$ cat src/rtl/snax_mem_arb_pkg.sv
// snax_mem_arbiter shared types.
// Default widths, request/response bundles, requester tag type.
package snax_mem_arb_pkg;

  localparam int NumReqDef    = 2;
  localparam int AddrWidthDef = 48;
  localparam int DataWidthDef = 64;
  localparam int StrbWidthDef = DataWidthDef / 8;

  typedef logic [$clog2(NumReqDef)-1:0] tag_t;

  typedef struct packed {
    logic [AddrWidthDef-1:0] addr;
    logic                    we;
    logic [DataWidthDef-1:0] wdata;
    logic [StrbWidthDef-1:0] strb;
  } mem_req_t;

  typedef struct packed {
    logic                    rvalid;
    logic [DataWidthDef-1:0] rdata;
  } mem_rsp_t;

endpackage

$ cat src/rtl/snax_mem_arbiter_if.sv
// Requester-side mem bundle of snax_mem_arbiter.
// master: requesters (req/addr/we/wdata/strb out), slave: arbiter.
interface snax_mem_arbiter_if #(
  parameter int NumReq    = 2,
  parameter int AddrWidth = 48,
  parameter int DataWidth = 64
);

  localparam int StrbWidth = DataWidth / 8;

  logic [NumReq-1:0]                req_i;
  logic [NumReq-1:0]                gnt_o;
  logic [NumReq-1:0][AddrWidth-1:0] addr_i;
  logic [NumReq-1:0]                we_i;
  logic [NumReq-1:0][DataWidth-1:0] wdata_i;
  logic [NumReq-1:0][StrbWidth-1:0] strb_i;
  logic [NumReq-1:0]                rvalid_o;
  logic [NumReq-1:0][DataWidth-1:0] rdata_o;

  modport master (
    output req_i, addr_i, we_i, wdata_i, strb_i,
    input  gnt_o, rvalid_o, rdata_o
  );

  modport slave (
    input  req_i, addr_i, we_i, wdata_i, strb_i,
    output gnt_o, rvalid_o, rdata_o
  );

endinterface

$ cat src/rtl/snax_mem_arb_tag_fifo.sv
// Tag FIFO: remembers which requester owns each in-flight SRAM access.
// Ports: clk_i, rst_i (sync high), push_i/data_i, pop_i/data_o, count_o, full_o, empty_o.
module snax_mem_arb_tag_fifo
  import snax_mem_arb_pkg::*;
#(
  parameter int  Depth  = 4,
  parameter type data_t = tag_t
) (
  input  logic                   clk_i,
  input  logic                   rst_i,
  input  logic                   push_i,
  input  data_t                  data_i,
  input  logic                   pop_i,
  output data_t                  data_o,
  output logic [$clog2(Depth):0] count_o,
  output logic                   full_o,
  output logic                   empty_o
);

  localparam int PtrW = $clog2(Depth);

  data_t             mem_q [Depth];
  logic [PtrW-1:0]   wptr_q;
  logic [PtrW-1:0]   rptr_q;
  logic [PtrW:0]     cnt_q;
  logic              do_push;
  logic              do_pop;

  assign full_o  = (cnt_q == (PtrW+1)'(Depth));
  assign empty_o = (cnt_q == '0);
  assign count_o = cnt_q;
  assign data_o  = mem_q[rptr_q];
  assign do_push = push_i & ~full_o;
  assign do_pop  = pop_i & ~empty_o;

  always_ff @(posedge clk_i) begin
    if (do_push) begin
      mem_q[wptr_q] <= data_i;
    end
  end

  // Depth is a power of two, so pointers wrap naturally.
  always_ff @(posedge clk_i) begin
    if (rst_i) begin
      wptr_q <= '0;
      rptr_q <= '0;
      cnt_q  <= '0;
    end else begin
      if (do_push) wptr_q <= wptr_q + 1'b1;
      if (do_pop)  rptr_q <= rptr_q + 1'b1;
      if (do_push && !do_pop) begin
        cnt_q <= cnt_q + 1'b1;
      end else if (!do_push && do_pop) begin
        cnt_q <= cnt_q - 1'b1;
      end
    end
  end

endmodule

$ cat src/rtl/snax_mem_arbiter.sv
// Round-robin arbiter sharing one single-port SRAM between mem requesters.
// Ports: clk_i, rst_i, req_if (slave), sram_* request/response, stall_cnt_o, err_o.
module snax_mem_arbiter
  import snax_mem_arb_pkg::*;
#(
  parameter int NumReq         = NumReqDef,
  parameter int AddrWidth      = AddrWidthDef,
  parameter int DataWidth      = DataWidthDef,
  parameter int SramAddrWidth  = 16,
  parameter int MaxOutstanding = 4
) (
  input  logic                     clk_i,
  input  logic                     rst_i,
  snax_mem_arbiter_if.slave        req_if,
  output logic                     sram_valid_o,
  input  logic                     sram_ready_i,
  output logic                     sram_we_o,
  output logic [SramAddrWidth-1:0] sram_addr_o,
  output logic [DataWidth-1:0]     sram_wdata_o,
  output logic [DataWidth/8-1:0]   sram_be_o,
  input  logic                     sram_rvalid_i,
  input  logic [DataWidth-1:0]     sram_rdata_i,
  output logic [31:0]              stall_cnt_o,
  output logic                     err_o
);

  localparam int StrbWidth = DataWidth / 8;
  localparam int Off       = $clog2(StrbWidth);
  localparam int TagW      = (NumReq > 1) ? $clog2(NumReq) : 1;
  localparam int CntW      = $clog2(MaxOutstanding) + 1;

  typedef logic [TagW-1:0] idx_t;

  logic [NumReq-1:0] elig;
  logic              credit;
  logic              win;
  idx_t              win_idx;
  idx_t              rr_q;
  idx_t              head;
  int                idx;
  logic              pop;
  logic [CntW-1:0]   fifo_cnt;
  logic              fifo_full;
  logic              fifo_empty;
  logic [31:0]       stall_q;
  logic              err_q;
  logic              unused_misc;

  assign unused_misc = ^{req_if.addr_i, fifo_full};

  // Full credit blocks grants even if a response retires this cycle.
  assign credit = int'(fifo_cnt) < MaxOutstanding;
  assign elig   = req_if.req_i
                & {NumReq{sram_ready_i & credit & ~rst_i}};

  always_comb begin
    win     = 1'b0;
    win_idx = '0;
    idx     = 0;
    for (int k = 0; k < NumReq; k++) begin
      idx = int'(rr_q) + k;
      if (idx >= NumReq) idx = idx - NumReq;
      if (!win && elig[idx_t'(idx)]) begin
        win     = 1'b1;
        win_idx = idx_t'(idx);
      end
    end
  end

  always_comb begin
    req_if.gnt_o = '0;
    sram_valid_o = 1'b0;
    sram_we_o    = 1'b0;
    sram_addr_o  = '0;
    sram_wdata_o = '0;
    sram_be_o    = '0;
    if (win) begin
      req_if.gnt_o[win_idx] = 1'b1;
      sram_valid_o = 1'b1;
      sram_we_o    = req_if.we_i[win_idx];
      sram_addr_o  = req_if.addr_i[win_idx][Off +: SramAddrWidth];
      sram_wdata_o = req_if.wdata_i[win_idx];
      sram_be_o    = req_if.strb_i[win_idx];
    end
  end

  // Responses cannot be back-pressured; route straight to the head tag.
  assign pop = sram_rvalid_i & ~fifo_empty & ~rst_i;

  always_comb begin
    req_if.rvalid_o = '0;
    if (pop) req_if.rvalid_o[head] = 1'b1;
    for (int i = 0; i < NumReq; i++) begin
      req_if.rdata_o[i] = rst_i ? '0 : sram_rdata_i;
    end
  end

  snax_mem_arb_tag_fifo #(
    .Depth  (MaxOutstanding),
    .data_t (idx_t)
  ) u_tag_fifo (
    .clk_i   (clk_i),
    .rst_i   (rst_i),
    .push_i  (win),
    .data_i  (win_idx),
    .pop_i   (pop),
    .data_o  (head),
    .count_o (fifo_cnt),
    .full_o  (fifo_full),
    .empty_o (fifo_empty)
  );

  always_ff @(posedge clk_i) begin
    if (rst_i) begin
      rr_q    <= '0;
      stall_q <= '0;
      err_q   <= 1'b0;
    end else begin
      if (win) begin
        rr_q <= (int'(win_idx) == NumReq - 1) ? '0 : win_idx + 1'b1;
      end
      if ((|req_if.req_i) && !win && (stall_q != '1)) begin
        stall_q <= stall_q + 32'd1;
      end
      if (sram_rvalid_i && fifo_empty) begin
        err_q <= 1'b1;
      end
    end
  end

  assign stall_cnt_o = rst_i ? '0 : stall_q;
  assign err_o       = rst_i ? 1'b0 : err_q;

endmodule
$ cat src/flat_wrapper.sv
// flat-port wrapper written by rule: the top's interface ports become plain ports
module snax_mem_arbiter_flat import snax_mem_arb_pkg::*;
#(
  parameter int NumReq         = NumReqDef,
  parameter int AddrWidth      = AddrWidthDef,
  parameter int DataWidth      = DataWidthDef,
  parameter int SramAddrWidth  = 16,
  parameter int MaxOutstanding = 4
)
  (clk_i, rst_i, sram_valid_o, sram_ready_i, sram_we_o, sram_addr_o, sram_wdata_o, sram_be_o, sram_rvalid_i, sram_rdata_i, stall_cnt_o, err_o, req_if_req_i, req_if_addr_i, req_if_we_i, req_if_wdata_i, req_if_strb_i, req_if_gnt_o, req_if_rvalid_o, req_if_rdata_o);
  snax_mem_arbiter_if #(.NumReq(NumReq), .AddrWidth(AddrWidth), .DataWidth(DataWidth)) req_if_i ();
  input  logic clk_i;
  input  logic rst_i;
  output logic sram_valid_o;
  input  logic sram_ready_i;
  output logic sram_we_o;
  output logic [SramAddrWidth-1:0] sram_addr_o;
  output logic [DataWidth-1:0] sram_wdata_o;
  output logic [DataWidth/8-1:0] sram_be_o;
  input  logic sram_rvalid_i;
  input  logic [DataWidth-1:0] sram_rdata_i;
  output logic [31:0] stall_cnt_o;
  output logic err_o;
  input wire logic [$bits(req_if_i.req_i)-1:0] req_if_req_i;
  input wire logic [$bits(req_if_i.addr_i)-1:0] req_if_addr_i;
  input wire logic [$bits(req_if_i.we_i)-1:0] req_if_we_i;
  input wire logic [$bits(req_if_i.wdata_i)-1:0] req_if_wdata_i;
  input wire logic [$bits(req_if_i.strb_i)-1:0] req_if_strb_i;
  output wire logic [$bits(req_if_i.gnt_o)-1:0] req_if_gnt_o;
  output wire logic [$bits(req_if_i.rvalid_o)-1:0] req_if_rvalid_o;
  output wire logic [$bits(req_if_i.rdata_o)-1:0] req_if_rdata_o;
  assign req_if_i.req_i = req_if_req_i;
  assign req_if_i.addr_i = req_if_addr_i;
  assign req_if_i.we_i = req_if_we_i;
  assign req_if_i.wdata_i = req_if_wdata_i;
  assign req_if_i.strb_i = req_if_strb_i;
  assign req_if_gnt_o = req_if_i.gnt_o;
  assign req_if_rvalid_o = req_if_i.rvalid_o;
  assign req_if_rdata_o = req_if_i.rdata_o;
  snax_mem_arbiter #(.NumReq(NumReq), .AddrWidth(AddrWidth), .DataWidth(DataWidth), .SramAddrWidth(SramAddrWidth), .MaxOutstanding(MaxOutstanding)) u_core (.clk_i(clk_i), .rst_i(rst_i), .req_if(req_if_i), .sram_valid_o(sram_valid_o), .sram_ready_i(sram_ready_i), .sram_we_o(sram_we_o), .sram_addr_o(sram_addr_o), .sram_wdata_o(sram_wdata_o), .sram_be_o(sram_be_o), .sram_rvalid_i(sram_rvalid_i), .sram_rdata_i(sram_rdata_i), .stall_cnt_o(stall_cnt_o), .err_o(err_o));
endmodule
$ cat config.mk
export PLATFORM = sky130hd
export DESIGN_NAME = snax_mem_arbiter_flat
export DESIGN_NICKNAME = d
export VERILOG_FILES = /design/src/rtl/snax_mem_arb_pkg.sv /design/src/rtl/snax_mem_arbiter_if.sv /design/src/rtl/snax_mem_arb_tag_fifo.sv /design/src/rtl/snax_mem_arbiter.sv /design/src/flat_wrapper.sv
export SDC_FILE = /design/constraint.sdc
export NUM_CORES = 1
export LEC_CHECK = 0
export ABC_AREA = 1
export ABC_CLOCK_PERIOD_IN_PS = 6640
export CORE_AREA = 2 2 222 224
export CTS_BUF_LIST = sky130_fd_sc_hd__clkbuf_8 sky130_fd_sc_hd__clkbuf_16
export DETAILED_ROUTE_END_ITERATION = 6
export DIE_AREA = 0 0 224 226
export HOLD_SLACK_MARGIN = 0.15
export PLACE_DENSITY_LB_ADDON = 0.2
export SYNTH_ARGS = -nofsm -noshare
export SYNTH_HDL_FRONTEND = slang
export SYNTH_HIERARCHICAL = 1
export SYNTH_SLANG_ARGS = --single-unit
export TNS_END_PERCENT = 100
$ cat constraint.sdc
create_clock -name clk_i -period 6.64 [get_ports clk_i]
set_input_delay 1.328 -clock clk_i [delete_from_list [all_inputs] [get_ports clk_i]]
set_output_delay 1.328 -clock clk_i [all_outputs]
set_load 0.005 [all_outputs]
==> results.yml <==
cells_and_area:
  fraction_of_layout_instances_using_a_drive_strength_above_1_pct: 4.20
  num-nets-final: 1556
  final.fill_count: 5499
  layout_common_cells: "sky130_fd_sc_hd__clkdlybuf4s50_1, sky130_fd_sc_hd__nor2_1, sky130_fd_sc_hd__inv_1"
  final_common_cell: "sky130_fd_sc_hd__clkdlybuf4s50_1"
  flow.area_growth_from_synthesis_pct: 104
detailed_routing:
  first_iter_violations: 313
  via_count: 6712
  drcViolationCount: 0
  avgViaCountPerCell: 3.60
  totalWireLength_mm: 33.5
  drt_pass1_iterations: 4
  drt.antenna.violating_nets: 0
  route.detailed.wl_per_inst_um: 18.0
sta:
  final.setup_skew_ns: 0.0141
  worst_slew_margin_rel_pct: 49.3
  final_period_minus_worst_setup_slack_ns: 5.43
  portion_of_the_clock_cycle_consumed_by_the_worst_path_in_the_final_layout_pct: 81.8
  totalNegativeSetupSlack_ns: 0
  timing.fmax_mhz: 184
  timing.hold.ws_ns: 0.480
  timing.final.setup_violations: 0
  grt_setup_unrepaired: "false"
  worstMarginPinSlew_ns: 0.760
  timing.final.max_slew_violations: 0
  hold_viol: 0
global_routing:
  first_global_vias: 6748
  grt_first_pass_wirelength_mm: 45.4
  gr-total-overflow: 0
  grt_max_degree: 67
  track_usage_pct: 12.5
  grt_antenna_before_repair: 6
yosys:
  synthesis.area_per_instance_sq_um: 6.17
  post_synth_instance_area_sq_mm: 0.00510
  synth_fp_nets: 1146
  postSynthCellCount: 827
  ys.warnings.count: 6
critical_path:
  reg2reg_from: "u_core/u_tag_fifo/count_o[2]"
  timing.rr.end: "u_core/u_tag_fifo/count_o[2]"
  critical_path.startpoint_type: "primary input"
  timing.critical_path.arrival_ns: 4.11
  reg2regPathDepth: 13
  cp_max_fo: 66
  path_class: "primary input to output pin"
  endpoint: "sram_be_o[3]"
  reg2reg_slack_ns: 4.27
  crit_required_ns: 5.31
  timing.critical_path.to_type: "output pin"
  crit_path_start: "rst_i"
floorplan:
  io_pins: 567
  rows: 81
  fp.dieArea_sq_mm: 0.0506
  core_area_sq_mm: 0.0483
  die_w_um: 224
  floorplan.initialDensity_pct: 10.5
  fp.dieH_um: 226
run:
  drv.max_cap_violation_count: 0
pwr:
  cellLeakagePower_nw: 4.02
  power_per_cell_area_mw_per_mm2: 104
  ir_worst_vdd_uv: 80.5
placement:
  hpwl_mm: 29.8
  port_buffers: 502
  place_congestion: 0.799
clocking:
  maximum_clock_path_buffer_count: 2
  postCtsSetupBuffers: 0
  ctsHtreeMaxLevel: 2
  clockRootBuffer: "sky130_fd_sc_hd__clkbuf_16"
  numCtsBuffers: 5
  cts_resized: 0
  cts.reportedPaths.clkPinSlew_ns: 0.08
  tritoncts: "done"
  worst_skew_pair.late_latency_ns: 0.31
  ctsHoldBuffers: 0
  tritoncts_num_sinks: 47
min_path:
  hold_class: "flop to flop"
outcome:
  run_status: "completed"
-- metal layers --
layer | vias to the layer above | global-route usage, % | share of wire [%]
li1 | 3346 | - | -
met1 | 2971 | 10.9 | 32
met2 | 371 | 25.7 | 56
met3 | 24 | 3.81 | 8.6
met4 | 0 | 5.16 | 3.0
met5 | - | 0 | 0
-- flip-flops by register name (all words and copies together), names as in the netlist, named ones only --
name / count
u_core/stall_q: 32
u_core/u_tag_fifo/mem_q: 4
u_core/u_tag_fifo/count_o: 3
u_core/u_tag_fifo/rptr_q: 2
u_core/u_tag_fifo/wptr_q: 2
u_core/err_q: 1
u_core/rr_q: 1
-- critical path, stage by stage --
cell and delay (ns):
sky130_fd_sc_hd__buf_4 0.28, sky130_fd_sc_hd__nor2_2 0.19, sky130_fd_sc_hd__nand2_2 0.13, sky130_fd_sc_hd__nor2_1 0.43, sky130_fd_sc_hd__inv_2 0.11, sky130_fd_sc_hd__nor2_4 0.41, sky130_fd_sc_hd__buf_12 0.30, sky130_fd_sc_hd__a22o_1 0.34
sky130_fd_sc_hd__clkdlybuf4s50_1 0.56
-- layout make-up --
class | instances | area (sq um) | area share [%]
diodes | 5 | 12.5 | 0.120
inverters | 149 | 559 | 5.38
repair buffers | 507 | 5070 | 48.8
well taps | 622 | 778 | 7.49
clock buffers | 5 | 125 | 1.20
flip-flops and latches | 47 | 981 | 9.44
multi-input cells | 527 | 2840 | 27.3
clock inverters | 3 | 22.5 | 0.217
-- power breakdown --
part | internal (mW) | switching (mW)
logic | 0.308 | 0.201
registers | 0.294 | 0.00853
clock network | 0.142 | 0.130
total | 0.744 | 0.339
-- per-stage QoR --
step	worst slack, ns	std cells	instance area [sq um]	utilization [%]	total power [mW]
3_5_place_dp	1.12	1852	10200	21.2	0.829
5_1_grt	1.01	1865	10400	21.5	1.15
2_1_floorplan	2.74	827	5100	-	0.491
3_3_place_gp	1.14	1852	10200	21.2	0.826
6_report	1.21	1865	10400	21.5	1.08
4_1_cts	1.11	1860	10400	21.5	1.11
-- worst min path at each step --
stage,from,to,slack [ns],cells after the start
5_1_grt,u_core/rr_q,u_core/rr_q,0.50,2
2_1_floorplan,u_core/err_q,u_core/err_q,0.44,2
6_report,u_core/rr_q,u_core/rr_q,0.48,2
3_3_place_gp,u_core/rr_q,u_core/rr_q,0.46,2
4_1_cts,u_core/rr_q,u_core/rr_q,0.48,2
3_5_place_dp,u_core/rr_q,u_core/rr_q,0.47,2
Power figures use the tool's default switching activity.
==> RTL change 1, RTL diff (same settings) <==
Make the reset (`rst_i`) asynchronous in 2 clocked blocks.
--- a/src/rtl/snax_mem_arb_tag_fifo.sv
+++ b/src/rtl/snax_mem_arb_tag_fifo.sv
@@ -41,5 +41,5 @@
 
   // Depth is a power of two, so pointers wrap naturally.
-  always_ff @(posedge clk_i) begin
+  always_ff @(posedge clk_i or posedge rst_i) begin
     if (rst_i) begin
       wptr_q <= '0;
--- a/src/rtl/snax_mem_arbiter.sv
+++ b/src/rtl/snax_mem_arbiter.sv
@@ -111,5 +111,5 @@
   );
 
-  always_ff @(posedge clk_i) begin
+  always_ff @(posedge clk_i or posedge rst_i) begin
     if (rst_i) begin
       rr_q    <= '0;
Check against the original RTL: same outputs for any inputs over 4 cycles, from zero or initial values and one cycle with rst_i high; that may be too few to reach the edited logic, so the function may still have changed.
==> RTL change 1 against the original RTL <==
Combinational power rose by 50%; total power is 34% higher; register-to-register slack improved by 160 ps; synthesized area fell by 0.29%; wire length shrank 21%; sequential cell count decreased by 2; sequential power grew 24%; largest power group unchanged; worst setup slack better by 220 ps; design area is 0.67% higher.
==> RTL change 1: results (changes against the original RTL) <==
outcome finished, final reports clean; placer's final routability congestion estimate 0.746 (-6.6%); P_seq 0.373 mW (+24%); Final Skew 16.4 ps (+2.37 ps); Crit path max-delay family buffers and inverters; vias in the first global route 6256 (-7.3%); slowest cell on the critical path clkdlybuf4s50_1; setup ws final 1430 ps (+222 ps); Root Driver clkbuf_16; worst vdd ir 0.123 mV (+53%); clk_lat worst skew 320 ps; R2R Setup Slk 4430 ps (+160 ps); fill count 5435 (-1.2%); layout cells sized above 1 4.17% (-0.027 points); CP max FO 55 (-17%); total CTS buffers 5 (unchanged); postcts setup bufs 0 (unchanged); average wire per standard cell 14.4 um (-20%); Mapped Cells 804 (-2.8%); first drt pass iteration count 4 (unchanged); dpl cells 1836 (-0.86%); Finished Core Util 21.6% (+0.15 points); dpl hpwl 22300 um (-25%); Placed Area 10300 sq um (+0.56%); Worst Path Arrival 3880 ps (-230 ps); dpl ws 1320 ps (+198 ps); Vias 6507 (-3.1%); worst hold slack 459 ps (-20.5 ps); Slew headroom 48.4% (-0.96 points); Max Buffers Root-to-Sink 2 (unchanged); gr usage total 9.73% (-2.7 points); Top reg by flops u_core/stall_q; leakage power 4.40 nW (+9.5%); antenna violations before repair 0 (-6); final wirelength 26500 um (-21%); first-pass GRT wire length 37200 um (-18%); Buffers on Ports 502 (unchanged); largest net degree at the start of global routing 57 (-15%); violation count after the first detailed-route iteration 255 (-19%); residual overflow from global routing 0 (unchanged); Clock net power 0.318 mW (+17%); sw frac 35.3% (+3.9 points); Ant. Diodes 0 (-5); Power Internal 0.942 mW (+27%); clk slew on worst S/H paths 70 ps; syn_nets 1123 (-2.0%); CTS H-tree lvls 2 (unchanged); nets 1540 (-1.0%); Largest register FFs 32 (unchanged)
RTL change 1: cell types whose count changed in the layout (fill, tap and decap cells not counted), moves of 3 or more:
cell | unedited run | this run
nor3_1 | 6 | 1
nor2_1 | 179 | 152
dfrtp_1 | 0 | 41
nand3_1 | 25 | 22
a21oi_2 | 14 | 0
o21ai_1 | 6 | 2
nand2_1 | 141 | 195
diode_2 | 5 | 0
a21oi_1 | 13 | 0
inv_1 | 143 | 130
dfxtp_1 | 43 | 0
o21ai_0 | 7 | 4
nand2_2 | 4 | 15
RTL change 1: final timing paths:
kind / start / to / cells past startpoint
max in group asynchronous: rst_i / u_core/stall_q[12] / 5
min in group asynchronous: rst_i / u_core/rr_q / 4
worst max register to register: u_core/u_tag_fifo/count_o[2] / u_core/u_tag_fifo/count_o[2] / 13
worst min-delay path: u_core/err_q / u_core/err_q / 2
worst min register to register: u_core/err_q / u_core/err_q / 2
worst max-delay path: req_if_req_i[0] / sram_wdata_o[9] / 9
RTL change 1: worst register-to-register path: cells and delay by family, from the launching register on:
kind,cells,cell delay [ps]
adder cells (fa/ha/maj),2,550
AND/OR/NAND/NOR,8,830
flip-flops,1,420
buffers and inverters,3,310
RTL change 1: routing by layer:
metal  up-vias  routed length, um  global-route usage (%)
li1       3261                  -                       -
met1      2891              10400                    10.9
met2       342              13200                    17.9
met3        13               2420                    2.85
met4         0                445                    2.77
met5         -                  0                       0
RTL change 1: cell type report:
class | count | area share (%)
clock inverters | 3 | 0.454
multi-input cells | 525 | 26.4
flip-flops and latches | 45 | 11.0
repair buffers | 508 | 48.7
well taps | 622 | 7.44
clock buffers | 5 | 1.20
inverters | 136 | 4.93
==> RTL change 2, RTL diff (same settings) <==
Made on the original files. `MaxOutstanding` is set to 4 in 2 places; all go to 2.
--- a/src/rtl/snax_mem_arbiter.sv
+++ b/src/rtl/snax_mem_arbiter.sv
@@ -8,5 +8,5 @@
   parameter int DataWidth      = DataWidthDef,
   parameter int SramAddrWidth  = 16,
-  parameter int MaxOutstanding = 4
+  parameter int MaxOutstanding = 2
 ) (
   input  logic                     clk_i,
--- a/src/flat_wrapper.sv
+++ b/src/flat_wrapper.sv
@@ -6,5 +6,5 @@
   parameter int DataWidth      = DataWidthDef,
   parameter int SramAddrWidth  = 16,
-  parameter int MaxOutstanding = 4
+  parameter int MaxOutstanding = 2
 )
   (clk_i, rst_i, sram_valid_o, sram_ready_i, sram_we_o, sram_addr_o, sram_wdata_o, sram_be_o, sram_rvalid_i, sram_rdata_i, stall_cnt_o, err_o, req_if_req_i, req_if_addr_i, req_if_we_i, req_if_wdata_i, req_if_strb_i, req_if_gnt_o, req_if_rvalid_o, req_if_rdata_o);
Check against the original RTL: not equivalent (a bounded check fails within 4 cycles, from zero or initial values and one cycle with rst_i high).
==> RTL change 2 against the original RTL <==
Total power decreased by 9.2%; design area down 3.4%; worst setup slack gained 210 ps; sequential share of layout area shrank 1.1 points; sequential cell count down 6; synthesized area fell by 6.7%; cell count down 2.5%; die area is the same; clock skew fell by 2.7 ps; wire length is 8.1% lower; critical path type unchanged; largest cell class unchanged.
==> RTL change 2: results (changes against the original RTL) <==
outcome finished, final reports clean; syn_nets 1100 (-4.0%); worst vdd ir 0.0885 mV (+10%); Power Internal 0.685 mW (-7.9%); dpl hpwl 27100 um (-9.1%); CP max FO 91 (+38%); Synthesis Warnings 6 (unchanged); Reg2Reg Depth 10 (-3); nets 1509 (-3.0%); Tcrit/Tclk final 78.6% (-3.2 points); Mapped Cells 786 (-5.0%); placer's final routability congestion estimate 0.808 (+1.1%); leakage power 3.85 nW (-4.3%); Placed Area 9880 sq um (-3.4%); gr usage total 11.5% (-0.95 points); Final Skew 11.4 ps (-2.66 ps); Crit path largest cell delay 730 ps (+170 ps); Seq pwr share 26.3% (-1.6 points); dpl cells 1810 (-2.3%); vias in the first global route 6262 (-7.2%); clk slew on worst S/H paths 60 ps (-20 ps); first-pass GRT wire length 41800 um (-7.9%); R2R Setup Slk 4410 ps (+140 ps); slowest cell on the critical path buf_4; Critical R2R Launch u_core/stall_q[1]; final wirelength 30800 um (-8.1%); Worst Tran Pin Value 1020 ps (+258 ps); sw frac 30.3% (-1.0 points); antenna violations before repair 4 (-2); r2r endpoint u_core/stall_q[27]; violation count after the first detailed-route iteration 170 (-46%); CP Launch Point req_if_req_i[1]; layout cells sized above 1 4.43% (+0.23 points); Worst Setup EP sram_wdata_o[25]; Vias/cell 3.56 (-0.97%); first drt pass iteration count 5 (+1)
-- RTL change 2: per-layer routing --
layer	wire, um	vias to the layer above	GRT usage [%]
met3	3030	33	4.25
met2	16800	351	23.3
li1	-	3220	-
met1	9680	2879	9.86
met5	0	-	0
met4	1300	0	5.12
-- RTL change 2: worst min-delay path by stage --
stage | start | slack, ps | endpoint | cells after the start
floorplan | u_core/err_q | 440 | u_core/err_q | 2
global placement | u_core/err_q | 450 | u_core/err_q | 2
detailed placement | u_core/err_q | 450 | u_core/err_q | 2
CTS | u_core/err_q | 460 | u_core/err_q | 2
global route | u_core/err_q | 480 | u_core/err_q | 2
finish | u_core/err_q | 460 | u_core/err_q | 2
-- RTL change 2: final cells by class --
cell class	instances	area, sq um
Clock buffer	5	125
Inverter	140	526
Tap cell	622	778
Multi-Input combinational cell	501	2670
Sequential cell	41	841
Clock inverter	3	25.0
Antenna cell	1	2.50
Fill cell	5480	38300
Timing Repair Buffer	506	5060
